===== config.mk =====
export PLATFORM = sky130hd
export DESIGN_NAME = mem_port_arb
export DESIGN_NICKNAME = d
export VERILOG_FILES = /design/src/rtl/mem_port_arb.sv
export SDC_FILE = /design/constraint.sdc
export NUM_CORES = 1
export LEC_CHECK = 0
export ABC_AREA = 1
export CORE_AREA = 2 2 87 89
export CTS_BUF_LIST = sky130_fd_sc_hd__clkbuf_8
export CTS_CLUSTER_DIAMETER = 40
export DETAILED_ROUTE_END_ITERATION = 12
export DIE_AREA = 0 0 89 91
export GPL_TIMING_DRIVEN = 0
export PLACE_DENSITY = 0.79
export SLEW_MARGIN = 40
export SYNTH_ARGS = -nofsm -noshare
export SYNTH_HDL_FRONTEND = slang
export SYNTH_SLANG_ARGS = --single-unit

===== constraint.sdc =====
create_clock -name clk -period 3.99 [get_ports clk]
set_input_delay 0.9975 -clock clk [delete_from_list [all_inputs] [get_ports clk]]
set_output_delay 0.9975 -clock clk [all_outputs]
set_load 0.005 [all_outputs]

===== src/rtl/mem_port_arb.sv =====
// mem_port_arb: shares one memory read port between instruction and data requesters,
// data first with an anti-starvation streak limit, plus a completion watchdog.
module mem_port_arb #(
    parameter int STARVE  = 4,
    parameter int TIMEOUT = 64
) (
    input  logic        clk,
    input  logic        rst,
    input  logic        ireq,
    input  logic [15:0] iaddr,
    output logic        iack,
    input  logic        dreq,
    input  logic [15:0] daddr,
    output logic        dack,
    output logic        mem_re,
    output logic [15:0] mem_raddr,
    input  logic        mem_ready,
    input  logic [15:0] mem_rdata,
    output logic        ready,
    output logic        rsrc,
    output logic [15:0] raddr_out,
    output logic [15:0] rdata,
    output logic        err
);
    localparam int SW = $clog2(STARVE + 1);
    localparam int TW = $clog2(TIMEOUT);
    typedef enum logic [1:0] {S_IDLE, S_ISSUE, S_WAIT} state_t;
    state_t        r_state;
    logic [SW-1:0] r_streak;
    logic [TW-1:0] r_timer;
    logic [15:0]   r_addr;
    logic          r_src;
    logic          w_grant_d;
    logic          w_grant_i;
    // data wins unless the instruction side has waited through a full streak
    assign w_grant_d = dreq && !(ireq && r_streak >= SW'(STARVE));
    assign w_grant_i = ireq && !w_grant_d;
    always_ff @(posedge clk or posedge rst) begin
        if (rst) begin
            r_state   <= S_IDLE;
            r_streak  <= '0;
            r_timer   <= '0;
            r_addr    <= '0;
            r_src     <= 1'b0;
            iack      <= 1'b0;
            dack      <= 1'b0;
            mem_re    <= 1'b0;
            mem_raddr <= '0;
            ready     <= 1'b0;
            rsrc      <= 1'b0;
            raddr_out <= '0;
            rdata     <= '0;
            err       <= 1'b0;
        end else begin
            iack  <= 1'b0;
            dack  <= 1'b0;
            ready <= 1'b0;
            case (r_state)
                S_IDLE: begin
                    if (w_grant_d || w_grant_i) begin
                        r_addr   <= w_grant_d ? daddr : iaddr;
                        r_src    <= w_grant_d;
                        dack     <= w_grant_d;
                        iack     <= w_grant_i;
                        r_streak <= (w_grant_d && ireq) ? ((r_streak == SW'(STARVE)) ? r_streak : r_streak + 1'b1) : '0;
                        r_state  <= S_ISSUE;
                    end
                end
                S_ISSUE: begin
                    mem_re    <= 1'b1;
                    mem_raddr <= r_addr;
                    r_timer   <= '0;
                    r_state   <= S_WAIT;
                end
                S_WAIT: begin
                    mem_re <= 1'b0;
                    // completion takes precedence over an expiring watchdog
                    if (mem_ready) begin
                        ready     <= 1'b1;
                        rdata     <= mem_rdata;
                        raddr_out <= r_addr;
                        rsrc      <= r_src;
                        r_state   <= S_IDLE;
                    end else if (r_timer == TW'(TIMEOUT - 1)) begin
                        err     <= 1'b1;
                        r_state <= S_IDLE;
                    end else begin
                        r_timer <= r_timer + 1'b1;
                    end
                end
                default: r_state <= S_IDLE;
            endcase
        end
    end
endmodule


==> results.md <==
* Dominant synthesized flop cell: dfrtp_1
* Number of synthesized flops with an enable pin at 0
* Synth cell count leaders: nand2_1, dfrtp_1, nor2_1
* Number of global-route vias before repair at about 2,900
* Ys Warns at 0
* Detailed Route WL at around 8500 um
* Post-CTS sizing at 0
* DP HPWL at 6170 um
* Worst EP arrival at 1240 ps
* Synth top area share at 0.6101
* Number of diodes at 0
* CP delay by family, top: buffers and inverters
* Worst path required time at about 3000 ps
* Layout cell share with drive strength beyond 1 at 0.06612
* Min Tclk post-route at approximately 2200 ps
* Die width at around 89 um
* Placer Congestion at 0.8498
* Max Fanout on Critical Path at 2
* Core Area at roughly 7100 um2
* Final layout net count at around 540
* Met2 Routed Length at 4159 um
* WHS at 484.2 ps
* Setup CP Type: reg -> out
* CTS Buf Count at 9
* CP Capture Type: output pin
* Fin crit share at 0.5616
* Seq/Total Area, Yosys at 0.6101
* Startpoint types: flop
* Lkg Pwr at ~2.2 nW
* Met1 WL at around 3700 um
* Slew HR at 0.6287
* CP Cell Sequence: clkdlybuf4s50_1
* Detailed Route Iter0 Violations at 156
* Synthesized area per cell at about 9.3 um2
* Hold buffers post-CTS at 0
* Clk slew on worst S/H paths at roughly 80 ps
* CTS Sinks at 82
* IO Pins at 107
* Top cells by area in the synthesized netlist: dfrtp_1, nand2_1, nor2_1
* Top Metal Used: met4
* RSZ-0062 raised after global routing: no
* CP peak stage delay at between 500 and 600 ps
* Fillers at roughly 570
* Antenna violations before repair at 0
* Synth unique cells at 24
* Dominant cell by count in the synthesized netlist: nand2_1
* Die height at just over 90 um
* TritonCTS clock tree: yes
* Power density cells at between 700 and 800 nW/um2
* Layout Area Growth over Synthesis at 43.08%
* Vias after detailed routing at ~2,900
* Leading area contributor after synthesis: dfrtp_1
* Ys async rst share at 1.000
* Pin count of the biggest net entering global routing at 57
* Routed length per instance at roughly 15 um
* Met3 wire len at approximately 480 um
* Input/output buffers at 106
* Hold Fails Final Rpt at 0
* Max VDD drop at 0.4079 mV
* Total grt overflow at 0
* Syn nets at 421
* Initial core utilization at 0.4712
* Post-DRT Antenna Nets at 0
* Outcome: complete, no violations
* Die Area at 8099 um2
* HP Class: reg -> reg
* Clock Path Buffers at 2
* H-tree Lvls at 3
* Achievable Freq at approximately 450 MHz
* Flops & latches, synth at 82
* WP buf/inv at 1
* Initial DRT Pass Iterations at 4
* Syn Std Cell Area at about 3400 um2
* First-pass GRT wire length at between 10,000 and 15,000 um
* Final setup viols at 0
* Post-CTS setup repair buffer count at 0
* Global Route Usage Sum at 0.2248
* Post-Syn Instances at 362
* Setup tns final at 0 ps
* DRC Markers at 0
* Clk Latency, worst-skew pair at ~340 ps
* Worst Tran Pin Value at between 500 and 600 ps
* Max-cap violations at 0
* Clock Root Buffer: clkbuf_8
* Final max-slew violation count at 0
* Worst Skew at just under 10 ps
* Slowest stage cell, crit path: clkdlybuf4s50_1
* # rows at 31
* Drt via density at roughly 5.0
==> layout by cell type, fill, tap and decap left out, drive strengths merged <==
master / n
a21oi: 18
buf: 9
bufinv: 3
clkbuf: 17
clkdlybuf4s50: 106
clkinv: 3
dfrtp: 82
ha: 6
inv: 34
mux2i: 1
nand2: 94
nand3: 11
nor2: 38
nor3: 1
o21ai: 41
o21bai: 4
o22ai: 16
==> flip-flops by register name, summed over array words and instances, names as in the netlist, 2 cells and up <==
name and cells:
mem_raddr 16, r_addr 16, raddr_out 16, rdata 16, r_timer 6, r_streak 3, r_state 2
==> logic make-up (layout without fill, tap and decap cells) <==
group / Yosys count / count (layout) / share of synthesized area
AO/OA/AOI/OAI: 79 / 79 / 0.1317
multiplexers: 1 / 1 / 0.002976
buffers and inverters: 50 / 172 / 0.06399
flip-flops: 82 / 82 / 0.6101
AND/OR/NAND/NOR: 144 / 144 / 0.1689
adder cells (fa/ha/maj): 6 / 6 / 0.02232
==> per-layer routing <==
layer / up-vias / global-route usage
met5: - / 0
met4: 0 / 0.09328
met3: 16 / 0.03636
met2: 86 / 0.3539
met1: 1392 / 0.3079
li1: 1397 / -
==> metrics by stage <==
| step | utilization | cells | setup WS, ps | area, um2 | total power, mW |
|---|---|---|---|---|---|
| floorplan | - | 362 | 884.1 | 3363 | 2.029 |
| global placement | 0.6373 | 567 | -357.4 | 4548 | 2.724 |
| detailed placement | 0.6418 | 568 | 1518 | 4581 | 2.787 |
| CTS | 0.6743 | 583 | 1743 | 4812 | 3.485 |
| global route | 0.6743 | 583 | 1718 | 4812 | 3.721 |
| finish | 0.6743 | 583 | 1749 | 4812 | 3.467 |
==> worst paths after layout <==
check                           slack, ps  depth (start not counted)            to    startpoint
worst min-delay path                  480                          1           err           err
worst max register to register       2350                          5  raddr_out[8]    r_state[0]
worst max-delay path                 1750                          1  raddr_out[2]  raddr_out[2]
max in group asynchronous            2440                          3    r_timer[3]           rst
min in group asynchronous            1000                          2  raddr_out[5]           rst
worst min register to register        480                          1           err           err
==> layout make-up <==
class | instances | area, um2 | share of cell area
Clock buffer | 9 | 123.9 | 0.02574
Multi-Input combinational cell | 230 | 1096 | 0.2278
Buffer | 16 | 87.58 | 0.01820
Clock inverter | 6 | 107.6 | 0.02236
Sequential cell | 82 | 2052 | 0.4264
Timing Repair Buffer | 107 | 1089 | 0.2262
Inverter | 34 | 132.6 | 0.02756
Tap cell | 99 | 123.9 | 0.02574
==> report_power, final <==
group	total [mW]	internal [mW]	switching [mW]
Combinational	1.41	0.734	0.675
Clock	0.700	0.410	0.290
Sequential	1.36	1.18	0.175
No activity file was read; power rests on OpenSTA's default activity.
